**config.mk**
```make
export PLATFORM = sky130hd
export DESIGN_NAME = branch_predictor
export DESIGN_NICKNAME = d
export VERILOG_FILES = /design/src/rtl/branch_predictor.sv
export SDC_FILE = /design/constraint.sdc
export NUM_CORES = 2
export LEC_CHECK = 0
export ABC_AREA = 1
export ABC_CLOCK_PERIOD_IN_PS = 7400
export CELL_PAD_IN_SITES_DETAIL_PLACEMENT = 0
export CELL_PAD_IN_SITES_GLOBAL_PLACEMENT = 1
export CORE_MARGIN = 5
export CORE_UTILIZATION = 45
export CTS_CLUSTER_DIAMETER = 50
export DETAILED_ROUTE_END_ITERATION = 10
export GPL_TIMING_DRIVEN = 0
export PLACE_DENSITY = 0.87
export REMOVE_ABC_BUFFERS = 1
export SETUP_SLACK_MARGIN = 0.5
export SLEW_MARGIN = 10
export SYNTH_ARGS = -nofsm -noshare
export SYNTH_HDL_FRONTEND = slang
export SYNTH_SLANG_ARGS = --single-unit
export TNS_END_PERCENT = 30
```
**constraint.sdc**
```tcl
create_clock -name CLK -period 7.4 [get_ports CLK]
set_input_delay 1.48 -clock CLK [delete_from_list [all_inputs] [get_ports CLK]]
set_output_delay 1.48 -clock CLK [all_outputs]
set_load 0.03 [all_outputs]
```
**src/rtl/branch_predictor.sv**
```systemverilog
// Direct-mapped BTB with saturating direction counters for fetch.
// Define BPRED_STATS_EN to add update/mispredict counters.
module branch_predictor #(
  parameter int ENTRIES = 16,
  parameter int CTR_W   = 2
) (
  input  logic        CLK,
  input  logic        nRST,
  input  logic [31:0] lookup_pc,
  output logic        pred_hit,
  output logic        pred_taken,
  output logic [31:0] pred_target,
  input  logic        upd_en,
  input  logic [31:0] upd_pc,
  input  logic        upd_taken,
  input  logic [31:0] upd_target,
  input  logic        upd_mispredict,
`ifdef BPRED_STATS_EN
  input  logic        flush_all,
  output logic [31:0] stat_branches,
  output logic [31:0] stat_mispredicts
`else
  input  logic        flush_all
`endif
);

  localparam int IDX_W = $clog2(ENTRIES);
  localparam int TAG_W = 30 - IDX_W;
  localparam logic [CTR_W-1:0] CTR_MAX  = {CTR_W{1'b1}};
  localparam logic [CTR_W-1:0] CTR_INIT = CTR_W'(1) << (CTR_W - 1);

  logic [ENTRIES-1:0] valid_q;
  logic [TAG_W-1:0]   tag_q    [ENTRIES];
  logic [31:0]        target_q [ENTRIES];
  logic [CTR_W-1:0]   ctr_q    [ENTRIES];

  logic [IDX_W-1:0] l_idx;
  logic [TAG_W-1:0] l_tag;
  logic [IDX_W-1:0] u_idx;
  logic [TAG_W-1:0] u_tag;
  logic             u_hit;

  assign l_idx = lookup_pc[IDX_W+1:2];
  assign l_tag = lookup_pc[31:IDX_W+2];
  assign u_idx = upd_pc[IDX_W+1:2];
  assign u_tag = upd_pc[31:IDX_W+2];

  assign pred_hit    = valid_q[l_idx] && (tag_q[l_idx] == l_tag);
  assign pred_taken  = pred_hit && ctr_q[l_idx][CTR_W-1];
  assign pred_target = pred_taken ? target_q[l_idx]
                                  : lookup_pc + 32'd4;

  assign u_hit = valid_q[u_idx] && (tag_q[u_idx] == u_tag);

  // Flush only drops valid bits; stale ctr/target are harmless.
  always_ff @(posedge CLK or negedge nRST) begin
    if (!nRST) begin
      valid_q <= '0;
      for (int i = 0; i < ENTRIES; i++) begin
        tag_q[i]    <= '0;
        target_q[i] <= '0;
        ctr_q[i]    <= '0;
      end
    end else if (flush_all) begin
      valid_q <= '0;
    end else if (upd_en) begin
      if (u_hit) begin
        if (upd_taken) begin
          target_q[u_idx] <= upd_target;
          if (ctr_q[u_idx] != CTR_MAX)
            ctr_q[u_idx] <= ctr_q[u_idx] + CTR_W'(1);
        end else if (ctr_q[u_idx] != '0) begin
          ctr_q[u_idx] <= ctr_q[u_idx] - CTR_W'(1);
        end
      end else if (upd_taken) begin
        valid_q[u_idx]  <= 1'b1;
        tag_q[u_idx]    <= u_tag;
        target_q[u_idx] <= upd_target;
        ctr_q[u_idx]    <= CTR_INIT;
      end
    end
  end

`ifdef BPRED_STATS_EN
  always_ff @(posedge CLK or negedge nRST) begin
    if (!nRST) begin
      stat_branches    <= '0;
      stat_mispredicts <= '0;
    end else if (upd_en) begin
      stat_branches <= stat_branches + 32'd1;
      if (upd_mispredict)
        stat_mispredicts <= stat_mispredicts + 32'd1;
    end
  end

  logic unused_bits;
  assign unused_bits = ^{lookup_pc[1:0], upd_pc[1:0]};
`else
  logic unused_bits;
  assign unused_bits = ^{lookup_pc[1:0], upd_pc[1:0], upd_mispredict};
`endif

endmodule

```
* Word-level counts from Yosys, hierarchy flattened
Index checks and enable logic that the tools add are counted.
Operators by class: $add $sub $neg 3, order comparisons 6, equal/unequal tests 5, muxes and demuxes 41, bitwise logic cells 8, reductions and logical operators 14
Operators by type and width (count):
- 512-bit bitwise mux | 1
- 416-bit bitwise mux | 1
- 32-bit 2-to-1 mux | 9
- 26-bit binary-select mux with 4-bit select | 2
- 26-bit 2-to-1 mux | 5
- 32-bit binary-select mux with 4-bit select | 1
- 32-bit demux with 4-bit select | 1
- 26-bit demux with 4-bit select | 1
- 32-bit bitwise mux | 2
- 16-bit 2-to-1 mux | 4
- 26-bit == test | 2
- 32-bit by 3-bit adder with 32-bit output (second input constant) | 1
- 16-bit bitwise OR | 2
- 16-bit AND | 1
- 2-bit binary-select mux with 4-bit select | 2
- 16-bit inverter | 1
- 5-bit greater-or-equal comparator (second input constant) | 2
- 4-bit by 5-bit < comparator with 1-bit output (second input constant) | 2
- 2-bit 2-to-1 mux | 5
- 4-bit inverter with 5-bit output | 2
- 2-bit nonzero test | 5
- 1-bit binary-select mux with 4-bit select | 2
- 2-bit demux with 4-bit select | 1
- 3-bit AND reduction | 2
- 12 further kinds | 20
Word-level totals: bits in registers 976, bits of input ports 102, output and inout port bits 34, logic and storage cells 126

* Logic depth before layout (Yosys ltp)
word-level depth 9, mapped depth 24

* Least setup slack after synthesis
OpenSTA, ideal clock, no wires.
path kind input to output, from input port lookup_pc[2], to output port pred_target[10], arrival time 3.975 ns, required time 5.920 ns, path slack 1.945 ns, stages 11, cell sequence buf_2 -> buf_2 -> buf_2 -> buf_2 -> clkbuf_1 -> clkbuf_1 -> clkbuf_1 -> nor2_1 -> o22ai_1 -> a221oi_1 -> o21ai_0
Between the ends: word-level cells in the longest chain between the ends 8, elaborated cells between the ends (all ways) 17
RTL lines:
- start: declaration | line 9 | input logic [31:0] lookup_pc,
- 4-bit inverter with 5-bit output (implied by the code) | line 48, 49, 50
- 26-bit binary-select mux with 4-bit select | line 48 | assign pred_hit = valid_q[l_idx] && (tag_q[l_idx] == l_tag);
- 26-bit 2-to-1 mux (implied by the code) (2 in a row) | line 48
- 26-bit == test | line 48
- 1-bit logical AND | line 48
- 1-bit logical AND | line 49 | assign pred_taken = pred_hit && ctr_q[l_idx][CTR_W-1];
- 32-bit 2-to-1 mux * | line 50 | assign pred_target = pred_taken ? target_q[l_idx]
- end: declaration | line 12 | output logic [31:0] pred_target,
Every way passes the cells marked *; elsewhere a longest branch is shown, timed or not. The select of a mux whose other input is x is not followed.

* Worst setup path in the final report
from input port lookup_pc[3], to output port pred_target[31]
Same word-level chain as after synthesis.

==> results.md <==
- Setup Skew: 0.0325 ns
- Global Route Usage Sum: 30.1%
- Worst Reg2Reg Path Length in Cells: 17
- Layout Cell Area excl Fill: 58800 sq um
- Die Ht: 346 um
- Reg-to-reg endpoint: tag_q[123]
- Fmax: 145 MHz
- IO Count: 136
- Slew @ Worst Pin: 1.28 ns
- Die W: ~350 um
- Syn avg cell area: roughly 7.3 sq um
- Die Area: ~120000 sq um
- Max cap viols: 0
- Post-synth EDFFs: 0
- Critical Path Fanout Max: 26
- CTS Buf Count: 130
- RSZ-0062 raised after global routing: yes
- Critical R2R Launch: tag_q[6]
- Syn Inst Count: around 7.0k
- Yosys cell types: 40
- Met1 wire length: just under 80 mm
- Worst vdd ir: about 0.20 mV
- Placed cell count: 8150
- Top-area cell type share of the netlist area: 48.0%
- Vias after detailed routing: a little under 50k
- Min-delay worst type: flip-flop to flip-flop
- Req. time, crit path: approximately 6 ns
- CP arrival: 5.42 ns
- Dpl cell area: ~53000 sq um
- Yosys reg bits: between 900 and 1k
- Cts hold-fix bufs: 0
- Min-delay src: target_q[304]
- Sequential fraction of the synthesis area: ~48%
- Nets: 6923
- Share of cells above drive strength 1: a little under 6%
- Slew margin rel.: around 15%
- Setup-failing EPs final: 0
- CTS max path bufs: 3
- DP Wirelength: 101 mm
- Number of global-route vias before repair: between 40k and 50k
- Final worst path period share: 93.3%
- Power Density: approximately 260 nW/um^2
- Top FF cell, synth: dfrtp_1
- # port buffers: 132
- Final Non-Filler Cells: about 8.4k
- Layout area overhead: 15.4%
- Row cnt: 123
- Worst Setup Start Kind: primary input
- Cell area after synthesis: a little over 50000 sq um
- Met2 routed WL: 83.9 mm
- FF-to-FF setup slack: 3.67 ns
- Largest net degree at the start of global routing: 166
- Synth area leader: dfrtp_1
- Core Util, Final: 52.2%
- Share of flip-flops with an asynchronous set or reset: 100%
- CORE AREA: 112000 sq um
- Leak Pwr: 28.0 nW
- Wire length of the first global-routing pass: 279 mm
- WHS Path Cells: 2
- Clock root buffer: clkbuf_16
- H-tree depth: 4
- Post-synth top cells: nand2_1, o21ai_0, dfrtp_1, nor2_1, clkbuf_1
- Synth area leaders: dfrtp_1, nand2_1, o21ai_0
- Routed length per instance: between 20 and 25 um
- Routability congestion estimate: 0.943
- Hold Vio Cnt, Final: 0
- Avg Vias per Cell: 5.79
- Yosys warns: 0
- Max Used Layer: met5
- CTS clock-pin slew for the worst setup and hold paths: 0.06 ns
- Final min period: 6.90 ns
- Clk Latency, worst-skew pair: 0.74 ns
- Worst Hold Endpoint: target_q[304]
- Outcome: finished clean
- Top-count cell post-synth: nand2_1
- Initial Utilization: 45.3%
- Critical Path Sink Type: output port
- Initial DRC count: ~5.7k
- Overflow after GRT: 0
- DRC: 0
- Clk sinks: 976
- Final wirelength: 189 mm
- DR pass1 iterations: 6
- Max-slew violations: 0
- CTS tree: yes
- Post-route ant nets: 0
- Initial antenna violation count: 9
- Crit path kind: primary input to output port
- DR WL met3: 19.1 mm
cell families (layout without fill, tap and decap cells):
kind of cell	after synthesis	in the layout	share of synthesized area, %
compound gates	1913	1913	19.9
xor+xnor	29	29	0.499
fa+ha+maj	3	3	0.0737
buf+inv	816	739	6.60
flops	976	976	48.0
other cells	0	9	0
simple gates	3255	3255	24.9
stage by stage:
| step | setup WS [ns] | total power [mW] | hold slack [ns] | TNS [ns] |
|---|---|---|---|---|
| finish | 0.499 | 15.1 | 0.478 | 0 |
| global route | 0.331 | 15.8 | 0.492 | 0 |
| CTS | 0.346 | 15.1 | 0.482 | 0 |
| detailed placement | -1.85 | 8.69 | 0.468 | -49.87 |
| global placement | -42.85 | 8.73 | 0.460 | - |
| floorplan | -2.91 | 7.79 | 0.448 | -82.66 |
power breakdown:
part	internal [mW]	switching [mW]
Combinational	0.817	1.49
Clock	3.84	2.50
Sequential	6.03	0.411
Total	10.7	4.40
sequential cells by signal, indices dropped and copies added, names as in the netlist:
signal and flops:
target_q 512, tag_q 416, ctr_q 32, valid_q 16
worst max-delay path by stage:
stage	start	end	slack [ns]
2_1_floorplan	lookup_pc[2]	pred_target[10]	-2.91
3_3_place_gp	lookup_pc[2]	pred_target[15]	-42.85
3_5_place_dp	lookup_pc[2]	pred_target[6]	-1.85
4_1_cts	lookup_pc[3]	pred_target[23]	0.35
5_1_grt	lookup_pc[3]	pred_target[31]	0.33
6_report	lookup_pc[3]	pred_target[31]	0.50
layout make-up:
| class | instances | area, sq um |
|---|---|---|
| Fill cell | 10900 | 53700 |
| Sequential cell | 976 | 24400 |
| Multi-Input combinational cell | 5200 | 23500 |
| Clock buffer | 172 | 3770 |
| Timing Repair Buffer | 221 | 3430 |
| Tap cell | 1500 | 1880 |
| Inverter | 287 | 1170 |
| Clock inverter | 57 | 571 |
| Antenna cell | 9 | 22.5 |
| Timing Repair inverter | 2 | 20.0 |
cell usage in the layout (no fill, tap or decap), types with 17 or more instances in the layout:
cell and instances:
a21oi_1 113, o22ai_1 89, nand3_1 139, o221ai_1 32, o21ai_1 181, buf_16 37
nand4_1 33, a22oi_1 19, inv_1 273, o21ai_0 1374, o211ai_1 62, xor2_1 26
clkbuf_8 19, dfrtp_1 976, clkinv_2 20, nand2_4 17, a221oi_1 23, nor2_1 577
nand2_1 2433, clkbuf_16 144, bufbuf_16 18, clkdlybuf4s50_1 93
what timing repair did:
item,4_1_cts,5_1_grt
buffers inserted,6,3
hold endpoints to repair,0,0
resized for setup,112,31
gates cloned,20,7
endpoints found under the setup margin,34,34
pin swaps,2,0
per-layer routing:
metal | up-vias | GRT usage, %
li1 | 22600 | -
met1 | 23300 | 41.7
met2 | 2457 | 46.4
met3 | 446 | 6.34
met4 | 2 | 12.0
met5 | - | 0
critical path, cell delays in order:
cell           delay [ns]
buf_8                0.23
buf_16               0.24
buf_16               0.25
nand3_1              0.22
nor3_4               0.26
inv_1                0.07
nor2_1               0.20
nand3_1              0.15
nor2_1               0.23
nand2_1              0.12
nor2_1               0.17
nand3_1              0.16
nor3_2               0.27
nand3_1              0.28
xor2_4               0.29
nand2_1              0.08
nand2_1              0.19
dlygate4sd2_1        0.44
No activity file was read; power rests on OpenSTA's default activity.
